===== config.mk =====
export PLATFORM = sky130hd
export DESIGN_NAME = seg_scan_ctrl
export DESIGN_NICKNAME = d
export VERILOG_FILES = /design/src/rtl/seg_scan_ctrl.sv
export SDC_FILE = /design/constraint.sdc
export NUM_CORES = 1
export LEC_CHECK = 0
export ABC_AREA = 0
export BUFFER_PORTS_ARGS = -buffer_cell sky130_fd_sc_hd__buf_4
export CAP_MARGIN = 40
export CORE_AREA = 4 4 156 158
export DETAILED_ROUTE_END_ITERATION = 8
export DIE_AREA = 0 0 160 162
export GPL_ROUTABILITY_DRIVEN = 0
export PLACE_DENSITY_LB_ADDON = 0.15
export SYNTH_ARGS = -nofsm -noshare
export SYNTH_HDL_FRONTEND = slang
export SYNTH_SLANG_ARGS = --single-unit

===== constraint.sdc =====
create_clock -name clk -period 17.94 [get_ports clk]
set_input_delay 2.691 -clock clk [delete_from_list [all_inputs] [get_ports clk]]
set_output_delay 2.691 -clock clk [all_outputs]
set_load 0.01 [all_outputs]

===== src/rtl/seg_scan_ctrl.sv =====
// Scan controller for the "show" path: snapshots four 0..99 channel values, converts
// them to two seven-segment digits each, and multiplexes the 8 digits onto an active-low display.
module seg_scan_ctrl #(
    parameter int unsigned CLK_DIV  = 50000,
    parameter bit          LZ_BLANK = 1'b1
) (
    input  logic        clk,
    input  logic        rst,
    input  logic [27:0] ch_data,
    input  logic [3:0]  blank,
    input  logic        update,
    output logic [7:0]  an,
    output logic [7:0]  seg,
    output logic        busy,
    output logic        frame_done
);

    localparam int unsigned      CNT_W     = (CLK_DIV > 1) ? $clog2(CLK_DIV) : 1;
    localparam logic [CNT_W-1:0] CNT_LAST  = CNT_W'(CLK_DIV - 1);
    localparam logic [7:0]       CODE_DARK = 8'hFF;
    localparam logic [7:0]       CODE_DASH = 8'hBF;

    typedef enum logic [1:0] {
        ST_CAPTURE,
        ST_CONV,
        ST_SCAN
    } state_t;

    // Shift-add-3 conversion; the hundreds nibble is only used to flag out-of-range values.
    function automatic logic [11:0] bin2bcd(input logic [6:0] bin);
        logic [11:0] bcd;
        logic [6:0]  b;
        bcd = '0;
        b   = bin;
        for (int unsigned i = 0; i < 7; i++) begin
            if (bcd[3:0] >= 4'd5) bcd[3:0] = bcd[3:0] + 4'd3;
            if (bcd[7:4] >= 4'd5) bcd[7:4] = bcd[7:4] + 4'd3;
            bcd = {bcd[10:0], b[6]};
            b   = {b[5:0], 1'b0};
        end
        return bcd;
    endfunction

    function automatic logic [7:0] seg_code(input logic [3:0] d);
        logic [7:0] c;
        case (d)
            4'd0:    c = 8'hC0;
            4'd1:    c = 8'hF9;
            4'd2:    c = 8'hA4;
            4'd3:    c = 8'hB0;
            4'd4:    c = 8'h99;
            4'd5:    c = 8'h92;
            4'd6:    c = 8'h82;
            4'd7:    c = 8'hF8;
            4'd8:    c = 8'h80;
            4'd9:    c = 8'h90;
            default: c = CODE_DARK;
        endcase
        return c;
    endfunction

    state_t           state_q, state_d;
    logic             pending_q, pending_d;
    logic [27:0]      snap_data_q, snap_data_d;
    logic [3:0]       snap_blank_q, snap_blank_d;
    logic [1:0]       conv_ch_q, conv_ch_d;
    logic [2:0]       idx_q, idx_d;
    logic [CNT_W-1:0] cnt_q, cnt_d;
    logic [7:0]       digit_q [8];
    logic [7:0]       digit_d [8];
    logic [7:0]       an_q, an_d;
    logic [7:0]       seg_q, seg_d;
    logic             busy_q, busy_d;
    logic             frame_done_q, frame_done_d;

    logic [6:0]       conv_val;
    logic             conv_blank;
    logic [11:0]      conv_bcd;
    logic [7:0]       tens_code;
    logic [7:0]       ones_code;

    // Shared converter: works on whichever snapshot channel the CONV step points at.
    always_comb begin
        conv_val   = snap_data_q[32'(conv_ch_q) * 7 +: 7];
        conv_blank = snap_blank_q[conv_ch_q];
        conv_bcd   = bin2bcd(conv_val);
        tens_code  = seg_code(conv_bcd[7:4]);
        ones_code  = seg_code(conv_bcd[3:0]);
        if (conv_blank) begin
            tens_code = CODE_DARK;
            ones_code = CODE_DARK;
        end else if (conv_bcd[11:8] != 4'd0) begin
            tens_code = CODE_DASH;
            ones_code = CODE_DASH;
        end else if (conv_bcd[7:4] == 4'd0 && LZ_BLANK) begin
            tens_code = CODE_DARK;
        end
    end

    always_comb begin
        state_d      = state_q;
        pending_d    = pending_q | update;
        snap_data_d  = snap_data_q;
        snap_blank_d = snap_blank_q;
        conv_ch_d    = conv_ch_q;
        idx_d        = idx_q;
        cnt_d        = cnt_q;
        digit_d      = digit_q;

        case (state_q)
            ST_CAPTURE: begin
                snap_data_d  = ch_data;
                snap_blank_d = blank;
                pending_d    = update;
                conv_ch_d    = 2'd0;
                state_d      = ST_CONV;
            end
            ST_CONV: begin
                digit_d[{conv_ch_q, 1'b0}] = ones_code;
                digit_d[{conv_ch_q, 1'b1}] = tens_code;
                conv_ch_d = conv_ch_q + 2'd1;
                if (conv_ch_q == 2'd3) begin
                    state_d = ST_SCAN;
                    idx_d   = 3'd0;
                    cnt_d   = '0;
                end
            end
            ST_SCAN: begin
                if (cnt_q == CNT_LAST) begin
                    cnt_d = '0;
                    idx_d = idx_q + 3'd1;
                    // pending_q, not pending_d: an update on the frame's last cycle waits a frame.
                    if (idx_q == 3'd7 && pending_q) begin
                        state_d = ST_CAPTURE;
                    end
                end else begin
                    cnt_d = cnt_q + CNT_W'(1);
                end
            end
            default: state_d = ST_CAPTURE;
        endcase

        // Outputs are registered from next-state values so a slot is visible on its first cycle.
        an_d         = 8'hFF;
        seg_d        = 8'hFF;
        busy_d       = (state_d != ST_SCAN);
        frame_done_d = (state_d == ST_SCAN) && (idx_d == 3'd7) && (cnt_d == CNT_LAST);
        if (state_d == ST_SCAN) begin
            an_d  = ~(8'h01 << idx_d);
            seg_d = digit_d[idx_d];
        end
    end

    always_ff @(posedge clk) begin
        if (rst) begin
            state_q      <= ST_CAPTURE;
            pending_q    <= 1'b0;
            snap_data_q  <= '0;
            snap_blank_q <= '0;
            conv_ch_q    <= 2'd0;
            idx_q        <= 3'd0;
            cnt_q        <= '0;
            for (int unsigned i = 0; i < 8; i++) begin
                digit_q[i] <= CODE_DARK;
            end
            an_q         <= '1;
            seg_q        <= '1;
            busy_q       <= 1'b1;
            frame_done_q <= 1'b0;
        end else begin
            state_q      <= state_d;
            pending_q    <= pending_d;
            snap_data_q  <= snap_data_d;
            snap_blank_q <= snap_blank_d;
            conv_ch_q    <= conv_ch_d;
            idx_q        <= idx_d;
            cnt_q        <= cnt_d;
            digit_q      <= digit_d;
            an_q         <= an_d;
            seg_q        <= seg_d;
            busy_q       <= busy_d;
            frame_done_q <= frame_done_d;
        end
    end

    assign an         = an_q;
    assign seg        = seg_q;
    assign busy       = busy_q;
    assign frame_done = frame_done_q;

endmodule


### Word-level counts from Yosys, hierarchy flattened

Memories as Yosys holds them, arrays and structs flattened.
Index checks and enable logic that the tools add are counted.
W data, S select, Z words.

| cells by class | value |
|---|---|
| bitwise gates (word level) | 6 |
| $add $sub $neg | 8 |
| reductions and logical operators | 9 |
| divide/modulo/power cells | 0 |
| eq/ne operators | 9 |
| shift-type cells | 2 |
| $mul | 1 |
| magnitude comparators | 11 |
| multiplexer cells | 34 |

Operators with widths:

| kind | count |
|---|---|
| $bwmux W64 | 2 |
| $mux W8 | 9 |
| $mux W64 | 1 |
| $demux W8 S3 | 2 |
| $eq A16 B16 Y1 const B | 2 |
| $mux W16 | 2 |
| $pmux W16 S2 | 1 |
| $shiftx A28 B6 Y7 | 1 |
| $bmux W8 S3 | 1 |
| $mux W4 | 5 |
| $add A16 B1 Y16 const B | 1 |
| $add A4 B2 Y4 const B | 3 |
| $ge A4 B3 Y1 const B | 3 |
| $ge A4 B4 Y1 const B | 3 |
| $not A3 Y4 | 3 |
| $add A3 B2 Y4 const B | 2 |
| $lt A4 B1 Y1 const B | 2 |
| $not A8 Y8 | 1 |
| $shl A1 B3 Y8 const A | 1 |
| $eq A2 B2 Y1 const B | 3 |
| $eq A3 B3 Y1 const B | 2 |
| $ge A3 B3 Y1 const B | 2 |
| $mux W2 | 3 |
| $mux W3 | 2 |
| 18 further kinds | 23 |

| word-level totals | value |
|---|---|
| bits in writable memories | 0 |
| bits in read-only memories | 224 |
| output and inout bits | 18 |
| bits in latches | 0 |
| input port bits | 35 |
| register bits | 138 |
| memories | 2 |

Memory list:

| name | words | bits a word | rd ports | clocked after Yosys merged registers in | write ports | line | RTL |
|---|---|---|---|---|---|---|---|
| (no name shown) | 16 | 7 | 1 | 0 | 0 | 46 | `case (d)` |
| (no name shown) | 16 | 7 | 1 | 0 | 0 | 46 |  |

### Longest topological paths before layout

Gate-level depths: netlist (run 1).

| logic depth | value |
|---|---|
| depth after elaboration | 19 |
| depth in mapped cells | 33 |
| gate-level depth less buffers | 31 |

### Worst setup path after synthesis (run 1)

Ideal clock, no wire load.

| timing path | value |
|---|---|
| path type | reg-to-reg |
| start | register conv_ch_q[0] |
| end | register seg_q[1], in the netlist seg[1] |
| period minus slack after synthesis | 6679 ps |
| arrival | 6548 ps |
| setup time | 131 ps |
| buffers on the path | 1 |
| slack | 11261 ps |
| stages on the path, launching flop included | 31 |
| required time | 17809 ps |
| cell sequence | dfxtp_1 -> mux2_2 -> mux2i_4 -> inv_1 -> ha_1 -> or2_2 -> o221ai_1 -> o21a_2 -> ha_1 -> inv_1 -> nor2_1 -> a221oi_2 -> o311ai_1 -> ha_1 -> nor2b_1 -> nor2_1 -> a31oi_2 -> and2_1 -> buf_4 -> nor2_1 -> xnor2_1 -> ha_1 -> a21oi_1 -> nor2_1 -> and4_1 -> nor4_4 -> o21ai_2 -> mux4_2 -> a221oi_2 -> nand2b_1 -> a221oi_2 |

| on the way | value |
|---|---|
| word-level cells in the longest chain between the ends | 19 |
| elaborated cells on any way between the ends | 54 |

Ends and longest elaborated chain:

| element | line | RTL |
|---|---|---|
| start, declared | 66 | `logic [1:0] conv_ch_q, conv_ch_d;` |
| start signal, assigned | 175 | `conv_ch_q <= conv_ch_d;` |
| $mul A2 B3 Y5 | 84 | `conv_val = snap_data_q[32'(conv_ch_q) * 7 +: 7];` |
| $shiftx A28 B6 Y7 | 84 |  |
| $add A3 B2 Y4 or $ge A3 B3 Y1 (tied branches) | 36 | `if (bcd[3:0] >= 4'd5) bcd[3:0] = bcd[3:0] + 4'd3;` |
| $mux W4 | 36 |  |
| $add A4 B2 Y4 or $ge A4 B3 Y1 (tied branches) | 36 |  |
| $mux W4 | 36 |  |
| $add A4 B2 Y4 or $ge A4 B3 Y1 (tied branches) | 36 |  |
| $mux W4 | 36 |  |
| [2 not listed] | - |  |
| $mem_v2 Z16 W7 or $logic_not A4 Y1 (tied branches) | - |  |
| $mux W8 (on tied branches) | 95, 92 |  |
| $mux W8 (on tied branches) | 92, 89 |  |
| $mux W8 or $bwmux W64 (tied branches) | 89, 119 |  |
| $bwmux W64 | 120 | `digit_d[{conv_ch_q, 1'b1}] = tens_code;` |
| $mux W64 | 110 | `case (state_q)` |
| $bmux W8 S3 | 150 | `seg_d = digit_d[idx_d];` |
| $mux W8 (not written as such) (2 in series) | 150 |  |
| end signal, assigned | 180 | `seg_q <= seg_d;` |
| end, declared | 72 | `logic [7:0] seg_q, seg_d;` |

Several ways; a longest one is shown, not always the timed one. The select of a mux whose other input is x is not followed.
A chain may end at the register's enable or synchronous reset.

### Worst setup path in the final report (run 1)

Same ends and word-level chain as after synthesis.

==> impl_metrics.tcl, run 1 <==
set metrics [dict create \
    ctsLongestPathBuffers 2 \
    share_comb_of_total_power 0.326 \
    insertion_delay_ps 430 \
    pin_count_of_the_biggest_net_entering_global_routing 74 \
    post_cts_resize_count 0 \
    core_region_area_mm2 0.0231 \
    async_s_r_ff_share_synth 0 \
    r2r.worst_path.cells 29 \
    antenna_found_initial 0 \
    cell_internal_pwr_uw 656 \
    p_clk_frac 0.353 \
    clk_transition_reported_paths_ps 60 \
    die_x_um 160 \
    seq_power_share 0.322 \
    hold_violations 0 \
    cap_violations 0 \
    syn2layout_area_growth_pct 15.8 \
    cts_buffers 17 \
    critical_path.max_stage_delay_ps 870 \
    worst_r2r_endpoint "seg[1]" \
    net_switching_power_uw 366 \
    critical_path_depth 29 \
    cp-end-kind "register" \
    holdCritStartpoint "digit_q[15]" \
    layout.cells.most_common_list "138 x sky130_fd_sc_hd__dfxtp_1, 121 x sky130_fd_sc_hd__nor2_1, 105 x sky130_fd_sc_hd__nand2_1" \
    filler_cells 2407 \
    vias 7185 \
    critical_path_buf_inv_count 2 \
    synth-warning-count 0 \
    yosys-mux-area-fraction 0.0837 \
    cts_root_buffer "sky130_fd_sc_hd__clkbuf_16" \
    count_of_inserted_antenna_diode_cells 0 \
    tightest_pin_transition_ps 921 \
    finalCoreUtilization 0.399 \
    path_delay_family "simple AND/OR/NAND/NOR gates" \
    postCtsHoldBufs 0 \
    final_common_cell "sky130_fd_sc_hd__dfxtp_1" \
    io_buffer_count 52 \
    viasPerCell 5.47 \
    via_count_of_the_first_global_routing_pass 6892 \
    yosys.area_share.xor_xnor 0.00330 \
    cts.sinks 138 \
    reg2reg_setup_slack_ps 9590 \
    grt_overflow 0 \
    cp_data_required_time_ps 18230 \
    synth_fa_ha_area_frac 0.0424 \
    power.static_leakage_nw 3.71 \
    timing_worst_setup_path_type "reg -> reg" \
    drive_above_1_share 0.153 \
    wirelength_mm 22.3 \
    layout_min_cycle_time_ps 8350 \
    worstReg2RegStart "conv_ch_q[0]" \
    ffs_latches_synth 138 \
    min_delay_endpoint "digit_q[15]" \
    cp_max_fo 15 \
    synthCells 987 \
    total_die_area_mm2 0.0259 \
    detailedRoute.firstPassIterationCount 5 \
    tns_ps 0 \
    maxSlewViolCount 0 \
    area_fraction_in_compound_gates_after_synthesis 0.231 \
    peak_ir_drop_on_the_vdd_network_mv 0.0551 \
    wl_per_cell_um 17.0 \
    initial_utilization 0.345 \
    yosysUniqueCellTypes 87 \
    max_freq_mhz 120 \
    core.rowCount 56 \
    grt_util_all_layers 0.173 \
    dpl.hpwl_mm 15.0 \
    final.setup_skew_ps 12.4 \
    floorplan.die.height_um 162 \
    antenna_left 0 \
    final_net_count 1072 \
    synth.cell_area_mm2 0.00797 \
    tritoncts "built" \
    combinational_family_with_the_most_area_after_synthesis "simple AND/OR/NAND/NOR gates" \
    p_sw_frac 0.358 \
    worst_setup_path_start_kind "register" \
    detail_route.drc_violations 0 \
    critical_path_origin "conv_ch_q[0]" \
    setup-violations-final 0 \
    cts.htree.levels 4 \
    postSynthAreaPerCell_um2 8.08 \
    grt_first_pass_wirelength_mm 36.6 \
    min_period_over_period 0.465 \
    outcome "complete, no violations" \
    synth_flop_cell "sky130_fd_sc_hd__dfxtp_1" \
    syn_nets 1049 \
    drt-initial-drc-count 425 \
    synth-seq-area-share 0.347 \
    power.density_mw_per_mm2 111 \
    post_cts_buffers 0 \
    number_of_primary_i_o_pins 53 \
    worstHoldPathType "reg -> reg" \
    slew_headroom 0.386 \
    crit_path_dat_ps 8640 \
    hold-path-cell-count 1 \
    synth-edff-count 0 \
    rsz0062_at_grt "no" \
    synth-simple-area-share 0.246 \
    critical_path.slowest_cell "sky130_fd_sc_hd__dfxtp_1" \
]
==> power by group through the flow <==
stage	sequential, mW	clock, mW	combinational [mW]
2_1_floorplan	0.332	0	0.249
3_3_place_gp	0.336	0	0.328
3_5_place_dp	0.335	0	0.329
4_1_cts	0.329	0.370	0.331
5_1_grt	0.331	0.382	0.370
6_report	0.329	0.360	0.333
==> flip-flops by register name, indices dropped and copies added (netlist names) <==
| signal | cells |
|---|---|
| an | 8 |
| busy | 1 |
| cnt_q | 16 |
| conv_ch_q | 2 |
| digit_q | 64 |
| frame_done | 1 |
| idx_q | 3 |
| pending_q | 1 |
| seg | 8 |
| snap_blank_q | 4 |
| snap_data_q | 28 |
| state_q | 2 |
==> cells by family (layout without fill, tap and decap cells) <==
group,count (synthesis),in the layout
and+or+nand+nor,405,405
AOI/OAI and AO/OA,267,267
DFF,138,138
buffers and inverters,90,126
muxes,57,57
adders and majority gates,27,27
xor gates and xnor gates,3,3
==> Yosys cell counts, drive strengths merged, types with 17 or more instances <==
library cell,number,area [um^2]
nand2b,17,109
nor3,28,140
nor2,122,460
o21ai,63,319
or2,20,125
nand2,106,400
dfxtp,138,2760
inv,25,96.4
a211o,18,158
nand3,24,120
a21oi,70,350
ha,27,338
mux2i,44,453
clkbuf,51,191
==> final cells by class <==
| type | instances | area, um^2 | share of cell area |
|---|---|---|---|
| clock buffers | 20 | 467 | 0.0506 |
| multi-input cells | 759 | 4850 | 0.525 |
| inverters | 25 | 96.3 | 0.0104 |
| repair buffers | 69 | 557 | 0.0603 |
| flip-flops and latches | 138 | 2760 | 0.299 |
| clock inverters | 12 | 136 | 0.0148 |
| well taps | 290 | 363 | 0.0393 |
==> per-layer routing <==
metal  vias up  share of wire  global-route usage
met5         -              0                   0
met4         0          0.013              0.0504
met3        24          0.032              0.0241
met2       125           0.45               0.277
met1      3411           0.50               0.244
li1       3625              -                   -
==> worst max-delay path by stage <==
stage,endpoint,slack [ps]
3_5_place_dp,seg[1],9640
4_1_cts,seg[1],9610
6_report,seg[1],9590
2_1_floorplan,seg[1],11260
5_1_grt,seg[1],8920
3_3_place_gp,seg[1],9950
==> stage by stage <==
step                std cells  area, um^2  hold slack, ps  power, mW  setup slack (ps)
global route             1313        9230             454       1.08              8920
floorplan                 987        7970             415      0.581             11260
finish                   1313        9230             442       1.02              9590
detailed placement       1281        8630             429      0.665              9640
CTS                      1313        9230             448       1.03              9610
global placement         1276        8550             428      0.664              9950
(Power assumes the default switching activity.)
==> run 2, diff against run 1 <==
==> constraint.sdc (replaced) <==
create_clock -name clk -period 6.79 [get_ports clk]
set_input_delay 1.0185 -clock clk [delete_from_list [all_inputs] [get_ports clk]]
set_output_delay 1.0185 -clock clk [all_outputs]
set_load 0.01 [all_outputs]
==> run 2 against run 1 <==
Net effect: sequential share of layout area decreased by 0.91 points; wire length grew 3.2%; largest cell class unchanged; largest power group is now combinational cells; clock skew rose by 1.8 ps; maximum frequency grew 29%; via count is 1.2% higher; count of clock-buffer cells in the layout decreased by 2; final cell count is 1.8% higher; worst hold slack better by 1.5 ps; clock power grew to 2.7 times the previous value.
==> impl_metrics.tcl, run 2 (synthesis gave the netlist of run 1 again) <==
set metrics [dict create \
    outcome "complete, no violations" \
    slew_headroom 0.406 \
    grt_util_all_layers 0.175 \
    maxSlewViolCount 0 \
    holdCritStartpoint "digit_q[15]" \
    drt-initial-drc-count 420 \
    min_delay_endpoint "digit_q[15]" \
    worst_hold_slack_ps 444 \
    cp-end-kind "register" \
    detailedRoute.firstPassIterationCount 4 \
    antenna_found_initial 0 \
    worstReg2RegStart "conv_ch_q[0]" \
    cts_buffers 17 \
    detail_route.drc_violations 0 \
    wl_per_cell_um 17.2 \
    final_net_count 1096 \
    ctsLongestPathBuffers 2 \
    core.rowCount 56 \
    tightest_pin_transition_ps 883 \
    hold-path-cell-count 1 \
    wirelength_mm 23.0 \
    crit_path_dat_ps 6770 \
    tritoncts "built" \
    count_of_inserted_antenna_diode_cells 0 \
    area_post_placement_mm2 0.00872 \
    cts.sinks 138 \
    cts.htree.levels 4 \
    dpl.hpwl_mm 15.4 \
    largest_registers "digit_q (64), snap_data_q (28), cnt_q (16)" \
    number_of_primary_i_o_pins 53 \
    filler_cells 2363 \
    grt_overflow 0 \
    vias 7272 \
    cts_root_buffer "sky130_fd_sc_hd__clkbuf_16" \
    clk_transition_reported_paths_ps 60 \
    critical_path.slowest_cell "sky130_fd_sc_hd__mux4_2" \
    cp_max_fo 6 \
    io_buffer_count 52 \
    layout_min_cycle_time_ps 6490 \
    peak_ir_drop_on_the_vdd_network_mv 0.154 \
    viasPerCell 5.44 \
    power_mw 2.87 \
    initial_utilization 0.345 \
    total_die_area_mm2 0.0259 \
    die_x_um 160 \
    largest-register "digit_q" \
    setup-violations-final 0 \
    cap_violations 0 \
    worstHoldPathType "reg -> reg" \
    post-place-cells 1296 \
    tns_ps 0 \
    final.setup_skew_ps 14.1 \
    timing_worst_setup_path_type "reg -> reg" \
    cp_data_required_time_ps 7080 \
    largest_register_ffs 64 \
    max_freq_mhz 154 \
    antenna_left 0 \
    worst_setup_path_start_kind "register" \
    syn2layout_area_growth_pct 19.5 \
    finalInstanceArea_mm2 0.00952 \
    floorplan.die.height_um 162 \
    via_count_of_the_first_global_routing_pass 6768 \
    power.density_mw_per_mm2 301 \
    grt_first_pass_wirelength_mm 36.9 \
    critical_path.max_stage_delay_ps 520 \
    r2r.worst_path.cells 30 \
    finish.cell_count_without_fillers 1337 \
    drive_above_1_share 0.190 \
    min_period_over_period 0.956 \
    reg2reg_setup_slack_ps 300 \
    pin_count_of_the_biggest_net_entering_global_routing 75 \
    hold_violations 0 \
    postCtsHoldBufs 0 \
    insertion_delay_ps 420 \
    layout.cells.most_common_list "137 x sky130_fd_sc_hd__dfxtp_1, 119 x sky130_fd_sc_hd__nor2_1, 105 x sky130_fd_sc_hd__nand2_1" \
    power.static_leakage_nw 3.84 \
    core_region_area_mm2 0.0231 \
    final_common_cell "sky130_fd_sc_hd__dfxtp_1" \
    worst_r2r_endpoint "seg[1]" \
]
[run 2: worst max path at each step]
| stage | startpoint | depth (start not counted) | end | slack [ps] |
|---|---|---|---|---|
| floorplan | conv_ch_q[0] | 30 | seg[1] | 110 |
| global route | conv_ch_q[0] | 30 | seg[1] | -80 |
| finish | conv_ch_q[0] | 30 | seg[1] | 300 |
| CTS | conv_ch_q[0] | 32 | seg[3] | 30 |
| detailed placement | conv_ch_q[0] | 32 | seg[3] | -240 |
| global placement | conv_ch_q[0] | 32 | seg[3] | 20 |
[run 2: worst max-delay path: cells and delay by family, from the launching register on]
family | cells | cell delay, ps
AOI/OAI and AO/OA | 9 | 1650
xor gates and xnor gates | 1 | 180
adders and majority gates | 4 | 900
buffers and inverters | 3 | 310
DFF | 1 | 360
muxes | 4 | 1310
and+or+nand+nor | 9 | 1620
[run 2: area by class of cell]
type,count,area [um^2],share of cell area
multi-input combinational,759,4970,0.522
clock inverter,14,184,0.0193
clock buffer,18,429,0.0451
tap,290,363,0.0381
timing repair buffer,93,716,0.0751
sequential,138,2760,0.290
inverter,25,96.3,0.0101
[run 2: through the flow]
stage	setup slack, ps	utilization
after floorplan	111	-
after global placement	22.4	0.375
after detailed placement	-244	0.377
after CTS	34.6	0.405
after global routing	-76.9	0.412
final	302	0.412
[run 2: timing repair]
action | in CTS | in global routing
pin swaps | 0 | 5
buffers inserted | 1 | 8
setup endpoints to repair | 6 | 23
gates resized for setup | 6 | 21
[run 2: power breakdown]
group | internal (mW) | switching [mW] | leakage, nW | total, mW
Sequential | 0.848 | 0.0176 | 1.13 | 0.865
Combinational | 0.405 | 0.623 | 2.41 | 1.03
Clock | 0.588 | 0.390 | 0.298 | 0.977
Total | 1.84 | 1.03 | 3.84 | 2.87
[run 2: per-layer routing]
| metal | vias to the layer above | global-route usage | wire length (um) |
|---|---|---|---|
| met4 | 0 | 0.0415 | 180 |
| li1 | 3671 | - | - |
| met5 | - | 0 | 0 |
| met2 | 153 | 0.279 | 10600 |
| met3 | 14 | 0.0282 | 873 |
| met1 | 3434 | 0.249 | 11400 |
